## config.mk

```make
export PLATFORM = sky130hd
export DESIGN_NAME = alu_ctrl_seq
export DESIGN_NICKNAME = d
export VERILOG_FILES = /design/src/rtl/alu_ctrl_seq.sv
export SDC_FILE = /design/constraint.sdc
export NUM_CORES = 1
export LEC_CHECK = 0
export CAP_MARGIN = 20
export CORE_UTILIZATION = 27
export DETAILED_ROUTE_END_ITERATION = 16
export SYNTH_ARGS = -nofsm -noshare
export SYNTH_HDL_FRONTEND = slang
export SYNTH_SLANG_ARGS = --single-unit
```

## constraint.sdc

```tcl
create_clock -name clk -period 8.7 [get_ports clk]
set_input_delay 2.61 -clock clk [delete_from_list [all_inputs] [get_ports clk]]
set_output_delay 2.61 -clock clk [all_outputs]
set_load 0.05 [all_outputs]
```

## src/rtl/alu_ctrl_seq.sv

```systemverilog
// rtl/alu_ctrl_seq.sv - multi-cycle execute controller driving an external ALU
module alu_ctrl_seq #(
  parameter int         DATA_WIDTH = 16,
  parameter logic [4:0] CMP_OP     = 5'd1
) (
  input  logic                  clk,
  input  logic                  rst,
  input  logic                  instr_valid,
  output logic                  instr_ready,
  input  logic [15:0]           instr,
  output logic [DATA_WIDTH-1:0] alu_a,
  output logic [DATA_WIDTH-1:0] alu_b,
  output logic [4:0]            alu_op,
  input  logic [DATA_WIDTH-1:0] alu_result,
  input  logic                  alu_zero,
  input  logic                  alu_neg,
  input  logic                  alu_grt,
  input  logic                  alu_eq,
  output logic                  done,
  output logic                  err,
  output logic                  br_valid,
  output logic                  br_taken,
  output logic [DATA_WIDTH-1:0] br_offset,
  input  logic [2:0]            dbg_addr,
  output logic [DATA_WIDTH-1:0] dbg_data
);

  typedef enum logic [1:0] {IDLE, DECODE, EXEC, WB} state_t;

  state_t                state;
  logic [15:0]           ir;
  logic [DATA_WIDTH-1:0] rf [8];
  logic [DATA_WIDTH-1:0] res_q;
  logic                  eq_q;
  logic                  grt_q;

  // Zero and negative flags are not needed by any supported instruction.
  logic unused_flags;
  assign unused_flags = alu_zero ^ alu_neg;

  // Instruction field decode from the held instruction register.
  logic [4:0]            opcode;
  logic                  is_alu;
  logic                  is_li;
  logic                  is_br;
  logic [2:0]            rd;
  logic [DATA_WIDTH-1:0] imm_ext;
  logic [DATA_WIDTH-1:0] off_ext;

  assign opcode  = ir[15:11];
  assign is_alu  = (opcode <= 5'd14);
  assign is_li   = (opcode == 5'd15);
  assign is_br   = (opcode >= 5'd16) && (opcode <= 5'd18);
  assign rd      = ir[10:8];
  assign imm_ext = {{(DATA_WIDTH-8){ir[7]}}, ir[7:0]};
  assign off_ext = {{(DATA_WIDTH-5){ir[4]}}, ir[4:0]};

  // Fetch may only hand over a new instruction while the controller is idle.
  assign instr_ready = (state == IDLE);

  // rf[0] is never written, so it always reads back as zero.
  assign dbg_data = rf[dbg_addr];

  // Sequencer: IDLE -> DECODE -> EXEC -> WB, with all outputs registered.
  always_ff @(posedge clk or posedge rst) begin
    if (rst) begin
      state     <= IDLE;
      ir        <= '0;
      for (int i = 0; i < 8; i++) rf[i] <= '0;
      alu_a     <= '0;
      alu_b     <= '0;
      alu_op    <= '0;
      res_q     <= '0;
      eq_q      <= 1'b0;
      grt_q     <= 1'b0;
      done      <= 1'b0;
      err       <= 1'b0;
      br_valid  <= 1'b0;
      br_taken  <= 1'b0;
      br_offset <= '0;
    end else begin
      done     <= 1'b0;
      err      <= 1'b0;
      br_valid <= 1'b0;
      br_taken <= 1'b0;
      case (state)
        IDLE: begin
          if (instr_valid) begin
            ir    <= instr;
            state <= DECODE;
          end
        end
        DECODE: begin
          // LI and illegal opcodes leave the ALU operands untouched.
          if (is_alu) begin
            alu_a  <= rf[ir[7:5]];
            alu_b  <= rf[ir[4:2]];
            alu_op <= opcode;
          end else if (is_br) begin
            alu_a  <= rf[ir[10:8]];
            alu_b  <= rf[ir[7:5]];
            alu_op <= CMP_OP;
          end
          state <= EXEC;
        end
        EXEC: begin
          res_q <= alu_result;
          eq_q  <= alu_eq;
          grt_q <= alu_grt;
          state <= WB;
        end
        WB: begin
          done <= 1'b1;
          if (is_alu) begin
            if (rd != 3'd0) rf[rd] <= res_q;
          end else if (is_li) begin
            if (rd != 3'd0) rf[rd] <= imm_ext;
          end else if (is_br) begin
            br_valid  <= 1'b1;
            br_offset <= off_ext;
            case (opcode)
              5'd16:   br_taken <= eq_q;
              5'd17:   br_taken <= !eq_q;
              default: br_taken <= grt_q;
            endcase
          end else begin
            err <= 1'b1;
          end
          state <= IDLE;
        end
        default: state <= IDLE;
      endcase
    end
  end

endmodule

```

# Word-level counts from Yosys, hierarchy flattened
# Index checks and enable logic that the tools add are counted.
[totals]
out_inout_bits = 74
in_bits = 42
ff_bits = 210
[op_classes]
magnitude_cmp = 8
bitwise = 6
reduce_logical = 11
eq_ne = 7
mux = 42
[op_table]
columns = ["operator", "count"]
rows = [
  ["128-bit two-way mux", 4],
  ["128-bit bitwise mux", 2],
  ["16-bit two-way mux", 13],
  ["16-bit binary-select mux with 3-bit select", 4],
  ["16-bit demux with 3-bit select", 1],
  ["4-bit greater-or-equal comparator, second input constant", 4],
  ["3-bit NOT with 4-bit output", 4],
  ["1-bit two-way mux", 13],
  ["5-bit == test, second input constant", 2],
  ["5-bit two-way mux", 2],
  ["2-bit case mux with 4 select lines", 1],
  ["5-bit by 4-bit == test with 1-bit output, second input constant", 1],
  ["5-bit greater-or-equal comparator, second input constant", 1],
  ["5-bit by 4-bit <= comparator with 1-bit output, second input constant", 1],
  ["5-bit <= comparator, second input constant", 1],
  ["2-bit == test, second input constant", 2],
  ["4-bit by 1-bit < comparator with 1-bit output, second input constant", 1],
  ["2-bit AND reduction", 2],
  ["4-bit AND reduction", 1],
  ["2-bit nonzero test", 2],
  ["3-bit AND reduction", 1],
  ["3-bit nonzero test", 1],
  ["2-bit by 1-bit == test with 1-bit output, second input constant", 1],
  ["1-bit logical AND", 2],
  ["other kinds (6)", 7],
]

# Longest topological paths before layout
# Gate-level depths: netlist of the first run.
[depth]
depth_word = 9
ltp_mapped = 8
ltp_nobuf = 6

# Least setup slack after synthesis of the first run
# OpenSTA, ideal clock, no wires.
[synth_path]
path_type = "input to output"
start = "input port dbg_addr[0]"
end = "output port dbg_data[0]"
setup_slack_ps = 2050
n_path_buf = 2
arrival_ps = 4040
cell_stages = 4
path_cell_list = "clkbuf_1 > buf_2 > mux4_2 > mux2_2"
[synth_between]
elab_chain_cells = 4
[synth_rtl]
columns = ["item", "line_no", "source"]
rows = [
  ["start: declaration", "24", "input logic [2:0] dbg_addr,"],
  ["3-bit NOT with 4-bit output (not written as such)", "62", "assign dbg_data = rf[dbg_addr];"],
  ["16-bit binary-select mux with 3-bit select", "62", ""],
  ["16-bit two-way mux (not written as such) (2 in series)", "62", ""],
  ["end: declaration", "25", "output logic [DATA_WIDTH-1:0] dbg_data"],
]
# No other way between the ends. The select of a mux whose other input is x is not followed.

# Worst setup path after layout of the first run
[layout_path]
start = "input port dbg_addr[1]"
end = "output port dbg_data[10]"
# The elaborated chain is that of the path after synthesis.

==> qor.csv, run 1 <==
stage,metric,value,unit
sta,Worst Tran Pin Value,1120,ps
clock_network,Resized cells post-CTS,0,
logic_synthesis,"EDFF count, synth",0,
logic_synthesis,Synth warnings,0,
route,number of detailed-route iterations in the first pass,5,
die,std cell rows,78,
setup_path,WP data arrival,5060,ps
route,1st-iter DRT viols,1018,
global_routing,global-route wire length before repair,60500,um
sta,relative slew slack,25.1,%
setup_path,Critical Path Fanout Max,32,
clock_network,clock sinks,210,
route,residual DRC count,0,
clock_network,CTS tree,yes,
clock_network,clock root cell,clkbuf_16,
sta,Fin. Hold Viols,0,
power,peak supply drop,0.206,mV
final_layout,Layout area overhead,18.8,%
sta,Worst Skew,25.0,ps
clock_network,Hold Buf Count CTS,0,
final_layout,FF/Latch Area,5260,um2
run_status,outcome,"complete, no violations",
logic_synthesis,Synth async-reset ratio,100,%
logic_synthesis,syn nets,1131,
final_layout,Multi-input gate area,6490,um2
die,Die Span X,216,um
power,PD cells,419,nW/um2
route,vias per inst,5.53,
die,core area,45300,um2
hold_path,Hold WC Path Type,reg -> reg,
clock_network,CTS buffer count,24,
sta,setup_tns,0,ps
placed_design,gp weighted congestion,0.834,
final_layout,most frequent cells in the layout,"206 x dfrtp_1, 112 x clkdlybuf4s50_1, 91 x a21oi_1",
final_layout,share of post-route cells with drive strength above 1,20.9,%
sta,maximum clock rate,130,MHz
final_layout,Layout Nets,1163,
logic_synthesis,gate count after technology mapping,1085,
logic_synthesis,Syn Std Cell Area,12400,um2
route,final wirelength,40000,um
sta,RSZ-0062 raised after global routing,no,
logic_synthesis,Yosys cell types,53,
sta,crit share post-route,88.1,%
sta,max-slew violations,0,
setup_path,worst path required time,6090,ps
setup_path,CP startpoint kind,primary input,
final_layout,filler instances,4538,
global_routing,total gr overflow,0,
logic_synthesis,#FFs+latches synth,210,
placed_design,Placed Instances,1689,
sta,Final Setup Violations,0,
clock_network,Max clock buf depth,3,
route,via count,9586,
setup_path,kind of critical path,in -> out,
final_layout,"most common cell after layout, fill and taps aside",dfrtp_1,
die,initial core utilization,27.3,%
logic_synthesis,Synth Flop Type,dfrtp_1,
global_routing,largest net degree at the start of global routing,125,
route,post-route ant nets,0,
die,chip height,216,um
placed_design,Port-buffer cells,113,
clock_network,Clock transition at path regs,60,ps
logic_synthesis,syn avg cell area,11.4,um2
global_routing,Total GRT Usage,16.9,%
die,Top-Level Pins,116,
final_layout,# diodes,0,
clock_network,H-tree depth,1,
logic_synthesis,register area share after synthesis,42.4,%
power,Leak Pwr,5.96,nW
clock_network,clock latency on the worst-skew pair,550,ps
clock_network,Post-CTS Setup Inserts,0,
setup_path,Critical Path End Type,primary output,
sta,crit path time final,7670,ps
die,die area,46700,um2
global_routing,vias in the first global route,9323,
placed_design,DP HPWL,25100,um
route,drt wl/cell,23.1,um
run,max-cap violations,0,
final_layout,Layout Cells excl Fill,1732,
global_routing,initial antenna violation count,0,
synthesized netlist by cell type (2+ instances only):
cell type  instances  area (um2)
nand4_1            2        12.5
buf_4             12        90.1
nand2b_1           3        18.8
o2bb2ai_1          2        17.5
nand3_1            8        40.0
nor2b_1           13        81.3
a311oi_1           3        26.3
nor4_1             2        12.5
a211o_1            5        43.8
nand2_1           80         300
nand3b_1           9        67.6
a2bb2oi_1          5        43.8
mux4_1            18         473
o22ai_1           11        68.8
nor2_2             4        25.0
mux2_2            79         890
a21oi_1           91         455
o211ai_1           6        45.0
buf_6              5        56.3
clkbuf_1          67         251
mux4_2            80        1800
and2_1             5        31.3
mux2i_1           43         430
buf_1              7        26.3
dfrtp_1          210        5260
a221oi_1          17         149
a221o_1           19         190
buf_2             36         180
o22a_1             2        17.5
inv_1              9        33.8
a31oi_1           35         219
nor2_1            86         323
o211a_1            4        40.0
and3b_1            3        26.3
ha_1               4        50.1
a22oi_1            6        45.0
o21ai_0           77         385
and3_1             2        12.5
per-stage QoR:
step	power, W	hold slack [ps]	utilization, %	setup slack [ps]	instance area [um2]
finish	0.00616	445	32.5	1030	14700
global route	0.00648	467	32.5	968	14700
CTS	0.00614	436	32.4	1010	14700
detailed placement	0.00505	422	30.6	1030	13800
global placement	0.00497	417	30.6	1050	13800
floorplan	0.00410	472	-	352	12400
cell type report:
class,count,share of cell area [%]
multi-input combinational,736,44.1
tap,600,5.10
timing repair buffer,135,9.08
sequential,210,35.8
clock buffer,34,4.82
clock inverter,7,0.783
inverter,10,0.306
logic make-up after synthesis:
group | share of synthesized area, %
AO/OA/AOI/OAI | 14.7
XOR/XNOR | 0.0708
adder cells (fa/ha/maj) | 0.404
buffers and inverters | 5.39
flip-flops | 42.4
multiplexers | 29.0
AND/OR/NAND/NOR | 7.95
critical path: stages:
cell and delay [ps]:
clkdlybuf4s50_1 500, buf_4 490, mux4_2 390, mux2_2 280
clkdlybuf4s50_1 760
state kept, by name (all words and copies together), names as in the netlist, 2 cells and up:
register,cells
ir,16
alu_b,16
br_offset,5
rf,128
state,2
alu_a,16
alu_op,5
res_q,16
path summary, 6_finish.rpt:
check	start	depth (start not counted)	endpoint	slack [ps]
max	dbg_addr[1]	5	dbg_data[10]	1030
min	rf[119]	0	rf[119]	450
max reg2reg	ir[8]	6	alu_a[9]	5650
min reg2reg	rf[119]	0	rf[119]	450
max in group asynchronous	rst	3	ir[5]	4720
min in group asynchronous	rst	2	alu_b[3]	2640
per-layer routing:
| metal | up-vias | routed length, um | GRT usage [%] |
|---|---|---|---|
| li1 | 4174 | - | - |
| met1 | 4914 | 17500 | 23.3 |
| met2 | 429 | 18700 | 27.2 |
| met3 | 69 | 2830 | 2.48 |
| met4 | 0 | 1040 | 5.31 |
| met5 | - | 0 | 0 |
power breakdown:
part / switching (W) / internal (W) / leakage [nW]
sequential: 0.000559 / 0.00135 / 2.70
combinational: 0.00182 / 0.00136 / 2.86
clock: 0.000423 / 0.000652 / 0.399
Note: power is estimated with default switching activity, not from simulation.
==> run 2: changes to the inputs <==
--- a/config.mk
+++ b/config.mk
@@ -5,7 +5,6 @@
 export SDC_FILE = /design/constraint.sdc
 export NUM_CORES = 1
 export LEC_CHECK = 0
-export CAP_MARGIN = 20
 export CORE_UTILIZATION = 27
 export DETAILED_ROUTE_END_ITERATION = 16
 export SYNTH_ARGS = -nofsm -noshare
==> qor.csv, run 2 (synthesis gave the netlist of run 1 again) <==
stage,metric,value,unit,change
run_status,outcome,"complete, no violations",,
die,die area,46700,um2,unchanged
sta,maximum clock rate,131,MHz,about the same
final_layout,Final Instance Area,14700,um2,-0.32%
clock_network,H-tree depth,1,,unchanged
global_routing,Total GRT Usage,16.9,%,unchanged
route,drt wl/cell,23.1,um,+0.12%
placed_design,Port-buffer cells,113,,unchanged
power,Leak Pwr,5.94,nW,-0.36%
clock_network,Post-CTS Setup Inserts,0,,unchanged
sta,RSZ-0062 raised after global routing,no,,
power,peak supply drop,0.206,mV,+0.24%
hold_path,hold path depth,0,,unchanged
setup_path,CP Cell Sequence,clkdlybuf4s50_1 -> buf_4 -> mux4_2 -> mux2_2 -> clkdlybuf4s50_1,,
final_layout,share of post-route cells with drive strength above 1,20.8,%,-0.14 points
sta,Fin. Hold Viols,0,,unchanged
clock_network,CTS tree,yes,,
placed_design,gp weighted congestion,0.834,,unchanged
die,initial core utilization,27.3,%,unchanged
die,std cell rows,78,,unchanged
setup_path,worst path required time,6090,ps,about the same
sta,Final Setup Violations,0,,unchanged
final_layout,filler instances,4542,,+0.088%
setup_path,R2R setup slack,5660,ps,about the same
clock_network,Resized cells post-CTS,0,,unchanged
setup_path,Critical Path End Type,primary output,,
setup_path,kind of critical path,in -> out,,
route,via count,9586,,unchanged
placed_design,Placed Instances,1689,,unchanged
final_layout,FF/Latch Area,5260,um2,unchanged
route,number of detailed-route iterations in the first pass,5,,unchanged
final_layout,Reg with most FFs,rf,,
sta,Worst Tran Pin Value,1260,ps,+138 ps
setup_path,slowest CP cell,clkdlybuf4s50_1,,
run,max-cap violations,0,,unchanged
final_layout,Largest register FFs,128,,unchanged
route,1st-iter DRT viols,1060,,+4.1%
final_layout,most frequent cells in the layout,"206 x dfrtp_1, 112 x clkdlybuf4s50_1, 91 x a21oi_1",,
placed_design,DP HPWL,25100,um,unchanged
route,post-route ant nets,0,,unchanged
sta,Worst Skew,23.3,ps,-1.74 ps
setup_path,r2r endpoint,alu_a[8],,
final_layout,Layout Nets,1161,,-0.17%
die,Die Span X,216,um,unchanged
setup_path,RR Startpoint,ir[8],,
sta,crit path time final,7660,ps,-4.51 ps
clock_network,Hold Buf Count CTS,0,,unchanged
global_routing,global-route wire length before repair,60500,um,unchanged
final_layout,"most common cell after layout, fill and taps aside",dfrtp_1,,
clock_network,CTS buffer count,24,,unchanged
sta,relative slew slack,16.0,%,-9.1 points
global_routing,largest net degree at the start of global routing,125,,unchanged
power,PD cells,419,nW/um2,about the same
setup_path,WP data arrival,5050,ps,about the same
global_routing,total gr overflow,0,,unchanged
route,final wirelength,40000,um,about the same
final_layout,Layout Cells excl Fill,1730,,-0.12%
clock_network,clock sinks,210,,unchanged
setup_path,"slowest stage delay, CP",760,ps,about the same
final_layout,Multi-input gate area,6490,um2,unchanged
die,chip height,216,um,unchanged
sta,setup_tns,0,ps,unchanged
global_routing,vias in the first global route,9323,,unchanged
hold_path,HP Start,rf[122],,
route,residual DRC count,0,,unchanged
clock_network,clock latency on the worst-skew pair,550,ps,about the same
die,core area,45300,um2,unchanged
placed_design,Post-Place Cell Area,13800,um2,unchanged
final_layout,Layout area overhead,18.4,%,
clock_network,clock root cell,clkbuf_16,,
sta,max-slew violations,0,,unchanged
hold_path,Hold WC Path Type,reg -> reg,,
clock_network,Max clock buf depth,3,,unchanged
setup_path,Critical Path Fanout Max,32,,unchanged
hold_path,Hold EP,rf[122],,
final_layout,# diodes,0,,unchanged
setup_path,Critical Path Most Common Cell,clkdlybuf4s50_1,,
route,vias per inst,5.54,,+0.12%
sta,crit share post-route,88.1,%,about the same
clock_network,Clock transition at path regs,60,ps,about the same
setup_path,Reg2Reg Depth,6,,unchanged
global_routing,initial antenna violation count,0,,unchanged
setup_path,CP startpoint kind,primary input,,
die,Top-Level Pins,116,,unchanged
run 2: cell count changes in the layout (fill, tap and decap cells not counted), sizes merged:
cell  previous run  this run
buf             23        21
run 2: metrics by stage:
step	setup WS, ps	utilization (%)	hold WS [ps]	total power [W]
floorplan	352	-	472	0.00410
global route	968	32.4	467	0.00645
CTS	1010	32.4	436	0.00614
global placement	1050	30.6	417	0.00497
finish	1040	32.4	442	0.00614
detailed placement	1030	30.6	422	0.00505
run 2: layout make-up:
cell class / instances / share of cell area (%)
Multi-Input combinational cell: 736 / 44.3
Tap cell: 600 / 5.12
Clock inverter: 7 / 0.785
Sequential cell: 210 / 35.9
Inverter: 10 / 0.307
Timing Repair Buffer: 133 / 8.79
Clock buffer: 34 / 4.84
run 2: routing by layer:
metal	up-vias	GRT usage [%]	routed length, um
li1	4162	-	-
met1	4912	23.3	17300
met2	443	27.2	18700
met3	69	2.48	2970
met4	0	5.31	1060
met5	-	0	0
run 2: worst max-delay path by stage:
stage,startpoint,to,slack [ps],cells past startpoint
finish,dbg_addr[1],dbg_data[10],1040,5
detailed placement,dbg_addr[1],dbg_data[10],1030,5
global placement,dbg_addr[1],dbg_data[6],1050,5
global route,dbg_addr[0],dbg_data[6],970,5
floorplan,rst,alu_a[0],350,1
CTS,dbg_addr[1],dbg_data[10],1010,5
run 2: worst max-delay path, delay by kind of cell:
kind	cells	cell delay, ps
buf+inv	3	1750
mux	2	670
run 2: power breakdown:
part | switching [W] | internal [W] | total [W]
Sequential | 0.000586 | 0.00135 | 0.00193
Combinational | 0.00179 | 0.00135 | 0.00314
Clock | 0.000424 | 0.000652 | 0.00108
